--- config.mk ---
export PLATFORM = sky130hd
export DESIGN_NAME = multi_timer
export DESIGN_NICKNAME = d
export VERILOG_FILES = /design/src/rtl/multi_timer.sv
export SDC_FILE = /design/constraint.sdc
export NUM_CORES = 1
export LEC_CHECK = 0
export BUFFER_PORTS_ARGS = -buffer_cell sky130_fd_sc_hd__clkbuf_2
export CAP_MARGIN = 15
export CELL_PAD_IN_SITES_DETAIL_PLACEMENT = 1
export CELL_PAD_IN_SITES_GLOBAL_PLACEMENT = 2
export CORE_MARGIN = 4
export CORE_UTILIZATION = 35
export CTS_CLUSTER_SIZE = 40
export DETAILED_ROUTE_END_ITERATION = 8
export PLACE_DENSITY_LB_ADDON = 0.3
export REMOVE_ABC_BUFFERS = 1
export SETUP_SLACK_MARGIN = 0.2
export SYNTH_ARGS = -nofsm -noshare
export SYNTH_HDL_FRONTEND = slang
export SYNTH_SLANG_ARGS = --single-unit
--- constraint.sdc ---
create_clock -name i_clk -period 2.6 [get_ports i_clk]
set_clock_uncertainty 0.2 [all_clocks]
set_input_delay 0.65 -clock i_clk [delete_from_list [all_inputs] [get_ports i_clk]]
set_output_delay 0.65 -clock i_clk [all_outputs]
set_load 0.01 [all_outputs]
--- src/rtl/multi_timer.sv ---
// ---------------------------------------------------------------------------
// multi_timer: N_CH-channel programmable timer with a shared prescaler.
//
// Each channel counts prescaler ticks up to its compare value. It then sets
// a sticky pending bit and either restarts (periodic) or parks in DONE
// (one-shot). Pending bits are masked and OR-ed onto a single interrupt line.
//
// Optional feature macro: MULTI_TIMER_PWM_EN adds i_duty / o_pwm, a per-channel
// PWM output derived from the channel counter.
//
// Interface semantics: there is no valid/ready handshake in this block.
// Level inputs (i_global_en, i_prescale, i_value, i_mode, i_enable,
// i_irq_mask, i_duty) are sampled on every rising clock edge. i_clear and
// i_irq_ack are single-cycle pulses that act on the edge where they are high.
//
// Channel state is held in r_state[] (IDLE / RUN / DONE) so that checkers can
// bind to it directly.
// ---------------------------------------------------------------------------
module multi_timer #(
    parameter int N_REG = 32,
    parameter int N_CH  = 4
) (
    input  logic                   i_clk,
    input  logic                   i_rst_n,
    input  logic                   i_global_en,
    input  logic [N_REG-1:0]       i_prescale,
    input  logic [N_CH*N_REG-1:0]  i_value,
    input  logic [N_CH-1:0]        i_mode,
    input  logic [N_CH-1:0]        i_enable,
    input  logic [N_CH-1:0]        i_clear,
    input  logic [N_CH-1:0]        i_irq_ack,
    input  logic [N_CH-1:0]        i_irq_mask,
`ifdef MULTI_TIMER_PWM_EN
    input  logic [N_CH*N_REG-1:0]  i_duty,
    output logic [N_CH-1:0]        o_pwm,
`endif
    output logic [N_CH-1:0]        o_pending,
    output logic [N_CH-1:0]        o_running,
    output logic                   o_irq
);

    localparam logic [N_REG-1:0] L_ONE = {{(N_REG-1){1'b0}}, 1'b1};

    typedef enum logic [1:0] {
        ST_IDLE = 2'd0,
        ST_RUN  = 2'd1,
        ST_DONE = 2'd2
    } state_t;

    // Prescaler
    logic [N_REG-1:0] r_pre_cnt;
    logic [N_REG-1:0] w_pre_nxt;
    logic             w_tick;

    // Per-channel state
    state_t           r_state     [N_CH];
    state_t           w_state_nxt [N_CH];
    logic [N_REG-1:0] r_cnt       [N_CH];
    logic [N_REG-1:0] w_cnt_nxt   [N_CH];
    logic [N_CH-1:0]  r_pending;
    logic [N_CH-1:0]  w_pending_nxt;
    logic [N_CH-1:0]  w_expire;

    // Prescaler next value and tick. The tick fires only on exact equality, so
    // lowering i_prescale below the current count lets the counter wrap first.
    always_comb begin
        w_tick    = 1'b0;
        w_pre_nxt = '0;
        if (i_global_en) begin
            w_tick    = (r_pre_cnt == i_prescale);
            w_pre_nxt = w_tick ? '0 : (r_pre_cnt + L_ONE);
        end
    end

    // Prescaler register; disabling the global enable restarts it from zero.
    always_ff @(posedge i_clk or negedge i_rst_n) begin
        if (!i_rst_n) begin
            r_pre_cnt <= '0;
        end else begin
            r_pre_cnt <= w_pre_nxt;
        end
    end

    // Channel next-state, counter and pending logic.
    // Priority: clear > expiry > ack. Pause (enable low in RUN) takes
    // precedence over a tick in the same cycle, and the counter holds.
    always_comb begin
        w_expire      = '0;
        w_pending_nxt = r_pending;
        for (int c = 0; c < N_CH; c++) begin
            w_state_nxt[c] = r_state[c];
            w_cnt_nxt[c]   = r_cnt[c];
            if (i_clear[c]) begin
                w_state_nxt[c] = ST_IDLE;
                w_cnt_nxt[c]   = '0;
            end else begin
                case (r_state[c])
                    ST_IDLE: begin
                        if (i_enable[c]) begin
                            w_state_nxt[c] = ST_RUN;
                        end
                    end
                    ST_RUN: begin
                        if (!i_enable[c]) begin
                            w_state_nxt[c] = ST_IDLE;
                        end else if (w_tick) begin
                            if (r_cnt[c] == i_value[c*N_REG +: N_REG]) begin
                                w_expire[c]  = 1'b1;
                                w_cnt_nxt[c] = '0;
                                if (i_mode[c]) begin
                                    w_state_nxt[c] = ST_DONE;
                                end
                            end else begin
                                w_cnt_nxt[c] = r_cnt[c] + L_ONE;
                            end
                        end
                    end
                    ST_DONE: begin
                        w_cnt_nxt[c] = '0;
                    end
                    default: begin
                        w_state_nxt[c] = ST_IDLE;
                        w_cnt_nxt[c]   = '0;
                    end
                endcase
            end

            if (i_clear[c]) begin
                w_pending_nxt[c] = 1'b0;
            end else if (w_expire[c]) begin
                w_pending_nxt[c] = 1'b1;
            end else if (i_irq_ack[c]) begin
                w_pending_nxt[c] = 1'b0;
            end
        end
    end

    // Channel state, counter and sticky pending registers.
    always_ff @(posedge i_clk or negedge i_rst_n) begin
        if (!i_rst_n) begin
            for (int c = 0; c < N_CH; c++) begin
                r_state[c] <= ST_IDLE;
                r_cnt[c]   <= '0;
            end
            r_pending <= '0;
        end else begin
            for (int c = 0; c < N_CH; c++) begin
                r_state[c] <= w_state_nxt[c];
                r_cnt[c]   <= w_cnt_nxt[c];
            end
            r_pending <= w_pending_nxt;
        end
    end

`ifdef MULTI_TIMER_PWM_EN
    logic [N_CH-1:0] r_pwm;

    // PWM register, aligned with the channel registers: high while the
    // channel is running and its counter is below the duty value.
    always_ff @(posedge i_clk or negedge i_rst_n) begin
        if (!i_rst_n) begin
            r_pwm <= '0;
        end else begin
            for (int c = 0; c < N_CH; c++) begin
                r_pwm[c] <= (w_state_nxt[c] == ST_RUN) &&
                            (w_cnt_nxt[c] < i_duty[c*N_REG +: N_REG]);
            end
        end
    end

    assign o_pwm = r_pwm;
`endif

    // Running flags decode the registered channel state.
    always_comb begin
        o_running = '0;
        for (int c = 0; c < N_CH; c++) begin
            o_running[c] = (r_state[c] == ST_RUN);
        end
    end

    assign o_pending = r_pending;
    assign o_irq     = |(r_pending & i_irq_mask);

endmodule

==> results of run 1 <==
## stage by stage
stage	cells	setup TNS, ns
6_report	2094	-0.08616
2_1_floorplan	1247	-107.82
5_1_grt	2094	-8.187
3_3_place_gp	2035	-53.33
4_1_cts	2071	-0.4263
3_5_place_dp	2035	-54.46
## routing by layer
metal | vias to the layer above | GRT usage [%]
met1 | 5995 | 30.69
met2 | 223 | 38.50
met5 | - | 0
met4 | 0 | 4.663
li1 | 5531 | -
met3 | 36 | 3.419
## registers in the layout (all words and copies together), names as in the netlist
register,flops
r_cnt,128
r_pre_cnt,32
r_state,8
o_pending,4
## layout make-up
class | count | area (um^2) | area share, %
clock buffer | 18 | 439.2 | 2.726
timing repair buffer | 366 | 2749 | 17.06
antenna | 1 | 2.502 | 0.01553
tap | 448 | 560.5 | 3.480
inverter | 28 | 105.1 | 0.6524
sequential | 172 | 4305 | 26.73
clock inverter | 14 | 170.2 | 1.056
multi-input combinational | 1047 | 7777 | 48.28
## cell families after synthesis
logic type,Yosys count
buffers and inverters,99
adder cells (fa/ha/maj),5
multiplexers,25
XOR/XNOR,190
flip-flops,172
AO/OA/AOI/OAI,260
AND/OR/NAND/NOR,567
## worst reg2reg max path: stages (launching register included)
cell and delay [ns]:
dfrtp_1 0.40, xor2_1 0.16, nor4_2 0.40, buf_4 0.19, and4_4 0.26, buf_12 0.13, and3_4 0.27, clkbuf_16 0.20
o22ai_1 0.09, a22o_1 0.24
## power by group through the flow
stage               registers [mW]  logic [mW]  clock network (mW)
floorplan                     2.74       0.246                   0
global placement              2.75       0.601                   0
detailed placement            2.75       0.616                   0
CTS                           2.69       0.632                2.82
global route                  2.69       0.728                2.95
finish                        2.69       0.664                2.75
## layout by cell type (no fill, tap or decap), drive strengths merged, types with 13 or more instances in the layout
cell / n
nand3: 81
xor2: 147
o31ai: 16
dfrtp: 172
nor2: 102
and4: 13
a22o: 52
and2: 22
nand4: 63
and3: 50
nand2: 100
buf: 164
xnor2: 43
clkbuf: 219
a22oi: 34
nor3: 31
nor2b: 13
o22ai: 52
mux2i: 25
o21ai: 23
a21o: 20
nor4: 52
inv: 29
## what timing repair did
item	4_1_cts	5_1_grt
hold endpoints to repair	37	0
gates cloned	0	12
pin swaps	10	80
gates resized for setup	30	112
setup buffers	3	10
setup endpoints to repair	168	168
hold buffers	1	0
## worst max-delay path by stage
stage,from,end,cells after the start
2_1_floorplan,i_clear[2],r_cnt[40],5
3_3_place_gp,i_prescale[24],r_cnt[13],10
3_5_place_dp,i_prescale[15],r_cnt[13],10
4_1_cts,r_pre_cnt[1],r_cnt[13],9
5_1_grt,r_pre_cnt[15],r_cnt[77],9
6_report,r_pre_cnt[15],r_cnt[15],9
==> impl_metrics.py, run 1 <==
metrics = {
    "sta": {
        "finalSetupViolCount": 4,
        "clock.fmax_mhz": 379.7,
        "slew_headroom_pct": 66.96,
        "finalHoldViolCount": 0,
        "drv_slew": 0,
        "setup_slack_ns": -0.03380,
        "fin_crit_ns": 2.634,
        "holdWs_ns": 0.2198,
        "grt_setup_unrepaired": "yes",
        "period_share_pct": 101.3,
        "worst-slew-pin-transition_ns": 0.4956,
    },
    "min_path": {
        "hold_depth": 2,
        "whs_endpoint": "r_state[6]",
        "min_path_type": "input port to register",
        "hp-start": "i_enable[0]",
    },
    "synthesis": {
        "yosys_warnings": 0,
        "syn_area_per_cell_um2": 9.035,
        "postSynthCellCount": 1318,
        "synth.distinct_cells": 75,
        "synth.top_cell.area_share_pct": 36.15,
        "synthAdderAreaFrac_pct": 0.5254,
        "synth_edf_count": 0,
        "synth_compound_area_share_pct": 16.64,
        "async_reset_ff_share_pct": 100.0,
        "seq_area_frac_synth_pct": 36.15,
        "synthTopCellsByCount": "dfrtp_1, xor2_1, nor2_1",
        "synthSimpleGateAreaFrac_pct": 26.31,
        "synthTopCellsByArea": "dfrtp_1, xor2_1, a22o_1, xnor2_1, nand3_1",
        "yosysTopAreaCell": "dfrtp_1",
        "muxShareOfSynthArea_pct": 2.102,
        "syn-cell-area_um2": 11910,
        "synthFlopType": "dfrtp_1",
        "yosysMostFrequentCell": "dfrtp_1",
        "ys_seq_elements": 172,
        "synth_top_family_by_area": "simple AND/OR/NAND/NOR gates",
        "synth_xor_area_share_pct": 14.04,
    },
    "route": {
        "vias_per_cell": 5.628,
        "top_layer": "met4",
        "first_iter_violations": 734,
        "met3WireLength_um": 1409,
        "drtAntennaViolNets": 0,
        "routedWlPerCell_um": 21.08,
        "vias": 11785,
        "met1_length_um": 19910,
        "dr.pass1.iters": 5,
        "wl_met2_um": 22260,
        "drc": 0,
        "drt_wl_total_um": 44150,
    },
    "placement": {
        "place_area_um2": 14380,
        "place_ws_ns": -0.4936,
        "routabilityCongestion": 0.8473,
        "dp_hpwl_um": 31920,
        "port_buffers": 191,
    },
    "die": {
        "core_area_um2": 33530,
        "die_h_um": 192.5,
        "initial_core_util_pct": 35.51,
        "die-width_um": 192.5,
        "rows": 67,
        "ios": 192,
        "dieArea_um2": 37040,
    },
    "global_route": {
        "grt_pass1_vias": 12133,
        "grt_pass1_wl_um": 66550,
        "antenna_found_initial": 1,
        "grt_max_degree": 44,
        "gr-total-overflow": 0,
        "track_usage_pct": 22.63,
    },
    "worst_setup_path": {
        "crit_family": "simple AND/OR/NAND/NOR gates",
        "crit_buf_inv": 3,
        "r2r_setup_slack_ns": -0.03,
        "end_kind": "register",
        "timing.rr.start": "r_pre_cnt[15]",
        "worst-path-max-fanout": 9,
        "worstSetupStartpointType": "register",
        "path_cells": "xor2_1, nor4_2, buf_4, and4_4, buf_12, and3_4, clkbuf_16, o22ai_1, a22o_1",
        "ff2ff_path_depth": 9,
        "cp.arrival_ns": 2.77,
        "timing.rr.end": "r_cnt[15]",
        "crit_required_ns": 2.74,
        "crit_type": "register to register",
        "cpPeakStageDelay_ns": 0.40,
        "critPathSlowestCell": "dfrtp_1",
    },
    "power": {
        "swShare_pct": 26.08,
        "seq_power_share_pct": 44.1,
        "p_leak_nw": 7.372,
        "pwr-share-clk_pct": 45.1,
        "comb_power_share_pct": 10.9,
        "p_int_mw": 4.518,
        "power_density_nw_per_um2": 379.4,
        "vdd_drop_max_uv": 468.2,
        "p_switching_mw": 1.594,
        "fin_total_pwr_mw": 6.112,
    },
    "finish": {
        "n_fill_cell": 3905,
        "fin_util_pct": 48.04,
        "drive_gt1_share_pct": 32.77,
        "fin_nets": 1820,
        "syn_to_final_growth_pct": 35.28,
        "final_area_um2": 16110,
    },
    "outcome": {
        "violations": "negative setup slack",
        "status": "complete, but fails checks",
    },
    "run": {
        "maxCapViolCount": 0,
    },
    "cts": {
        "h-tree-depth": 4,
        "clk_pin_slew_ns": 0.07,
        "cts_tree": "built",
        "numCtsBuffers": 17,
        "clock_latency_ns": 0.45,
        "clock_sinks": 172,
        "clock_path_buffers": 2,
        "cts-root-buf": "clkbuf_16",
    },
}
No activity file was read; power rests on OpenSTA's default activity.
==> inputs of run 2 (changes only) <==
- BUFFER_PORTS_ARGS: -buffer_cell sky130_fd_sc_hd__clkbuf_2 -> not set
- CORE_MARGIN: 4 -> not set
- CORE_UTILIZATION: 35 -> 40
- DONT_BUFFER_PORTS: not set -> 1
==> run 2 against run 1 <==
Net effect: critical endpoint is now r_cnt[87]; largest cell class unchanged; setup slack improved by 0.13 ns; critical path depth unchanged; largest power group unchanged; highest routed layer unchanged; the run ends with negative hold slack left; via count shrank 6.3%; combinational power down 41%.
==> impl_metrics.py, run 2 (same netlist as run 1, synthesis figures left out) <==
metrics = {
    "placement": {
        "dp_hpwl_um": 28020,
        "port_buffers": 0,
        "place_ws_ns": -0.3591,
        "dp.cells": 1765,
        "routabilityCongestion": 0.8400,
    },
    "worst_setup_path": {
        "crit_end": "r_cnt[87]",
        "r2r_setup_slack_ns": 0.1,
        "end_kind": "register",
        "path_cells": "xor2_1, nor4_2, buf_4, and4_4, buf_12, and3_4, clkbuf_16, o22ai_1, a22o_1",
        "crit_required_ns": 2.72,
        "cpPeakStageDelay_ns": 0.42,
        "crit_buf_inv": 3,
        "path_depth": 9,
        "crit_family": "simple AND/OR/NAND/NOR gates",
        "timing.rr.start": "r_pre_cnt[4]",
        "ff2ff_path_depth": 9,
        "cp.arrival_ns": 2.62,
        "critPathSlowestCell": "dfrtp_1",
        "crit_type": "register to register",
        "worst-path-max-fanout": 9,
        "worstSetupStartpointType": "register",
        "timing.rr.end": "r_cnt[87]",
        "crit_start": "r_pre_cnt[4]",
    },
    "sta": {
        "fin_crit_ns": 2.504,
        "holdWs_ns": -0.2966,
        "period_share_pct": 96.31,
        "clock.fmax_mhz": 399.3,
        "slew_headroom_pct": 68.02,
        "drv_slew": 0,
        "worst-slew-pin-transition_ns": 0.4780,
        "finalSetupViolCount": 0,
        "finalHoldViolCount": 172,
        "grt_setup_unrepaired": "yes",
        "setup_slack_ns": 0.09589,
    },
    "die": {
        "die-width_um": 174.5,
        "ios": 192,
        "dieArea_um2": 30460,
        "initial_core_util_pct": 41.04,
        "rows": 62,
        "die_h_um": 174.5,
        "core_area_um2": 29010,
    },
    "finish": {
        "drive_gt1_share_pct": 22.69,
        "largest_registers": "r_cnt: 128 flops, r_pre_cnt: 32 flops, r_state: 8 flops",
        "syn_to_final_growth_pct": 24.81,
        "mostFrequentLayoutCells": "dfrtp_1, xor2_1, buf_4, nor2_1, nand2_1",
        "fin_nets": 1627,
        "largest_reg_flops": 128,
        "regMostFlops": "r_cnt",
        "instances_no_fill": 1835,
        "final_common_cell": "dfrtp_1",
    },
    "route": {
        "drc": 0,
        "first_iter_violations": 784,
        "routedWlPerCell_um": 22.16,
        "vias_per_cell": 6.016,
        "dr.pass1.iters": 5,
        "vias": 11039,
        "met3WireLength_um": 1772,
        "drt_wl_total_um": 40660,
        "wl_met2_um": 19450,
        "drtAntennaViolNets": 0,
        "met1_length_um": 19100,
        "top_layer": "met4",
    },
    "power": {
        "power_density_nw_per_um2": 407.1,
        "p_leak_nw": 6.487,
        "vdd_drop_max_uv": 361.5,
    },
    "global_route": {
        "gr-total-overflow": 0,
        "grt_pass1_vias": 11165,
        "grt_max_degree": 173,
        "grt_pass1_wl_um": 62490,
        "track_usage_pct": 25.87,
        "antenna_found_initial": 1,
    },
    "cts": {
        "cts_tree": "built",
        "cts-root-buf": "clkbuf_16",
        "clock_path_buffers": 2,
        "clock_sinks": 172,
        "clock_latency_ns": 0.44,
        "clk_pin_slew_ns": 0.07,
        "numCtsBuffers": 17,
        "h-tree-depth": 4,
    },
    "min_path": {
        "min_path_type": "input port to async pin",
    },
    "outcome": {
        "status": "complete, but fails checks",
        "violations": "negative hold slack",
    },
    "run": {
        "maxCapViolCount": 0,
    },
}
==> run 2: changes by cell type in the layout (fill, tap and decap cells not counted), sizes merged <==
cell,change
clkinvlp,-6
buf,+3
dlygate4sd3,-1
inv,-1
clkinv,+1
bufinv,+3
clkbuf,-194
==> run 2: timing repair <==
item | 4_1_cts | 5_1_grt
endpoints found under the setup margin | 135 | 138
setup buffers | 7 | 22
gates resized for setup | 25 | 83
pin swaps | 8 | 44
gates cloned | 3 | 7
endpoints found under the hold margin | 172 | 172
==> run 2: where the power goes <==
group | switching [mW] | total [mW] | internal [mW]
clock | 1.17 | 2.97 | 1.80
combinational | 0.215 | 0.390 | 0.175
sequential | 0.0101 | 2.69 | 2.68
total | 1.39 | 6.05 | 4.66
==> run 2: worst min-delay path by stage <==
stage                  from      endpoint  cells after the start
global route        i_rst_n     r_cnt[37]                      0
floorplan           i_rst_n  o_pending[0]                      0
CTS                 i_rst_n     r_cnt[36]                      0
finish              i_rst_n     r_cnt[37]                      0
detailed placement  i_rst_n     r_cnt[35]                      0
global placement    i_rst_n     r_cnt[35]                      0
==> run 2: area by class of cell <==
cell class                 instances  area [um^2]
tap                              384        480.5
antenna                            1        2.502
inverter                          28        105.1
clock inverter                    11        219.0
sequential                       172         4324
multi-input combinational       1047         7552
clock buffer                      19        432.9
fill                            3295        14150
timing repair buffer             173         1745
==> run 2: stage by stage <==
step / total power [mW] / hold WS (ns) / TNS (ns) / cell area [um^2] / utilization [%]
2_1_floorplan: 2.988 / 0.1544 / -107.82 / 11510 / -
3_3_place_gp: 3.103 / 0.1586 / -33.00 / 13280 / 45.76
3_5_place_dp: 3.112 / 0.1593 / -31.18 / 13280 / 45.76
4_1_cts: 6.080 / -0.3162 / 0 / 14180 / 48.86
5_1_grt: 6.215 / -0.3212 / -1.625 / 14860 / 51.22
6_report: 6.050 / -0.2966 / 0 / 14860 / 51.22
==> run 2: layer usage <==
layer  vias up  global-route usage (%)
met3        22                   4.440
met1      5640                   36.45
met4         0                   5.109
met2       242                   41.62
li1       5135                       -
met5         -                       0
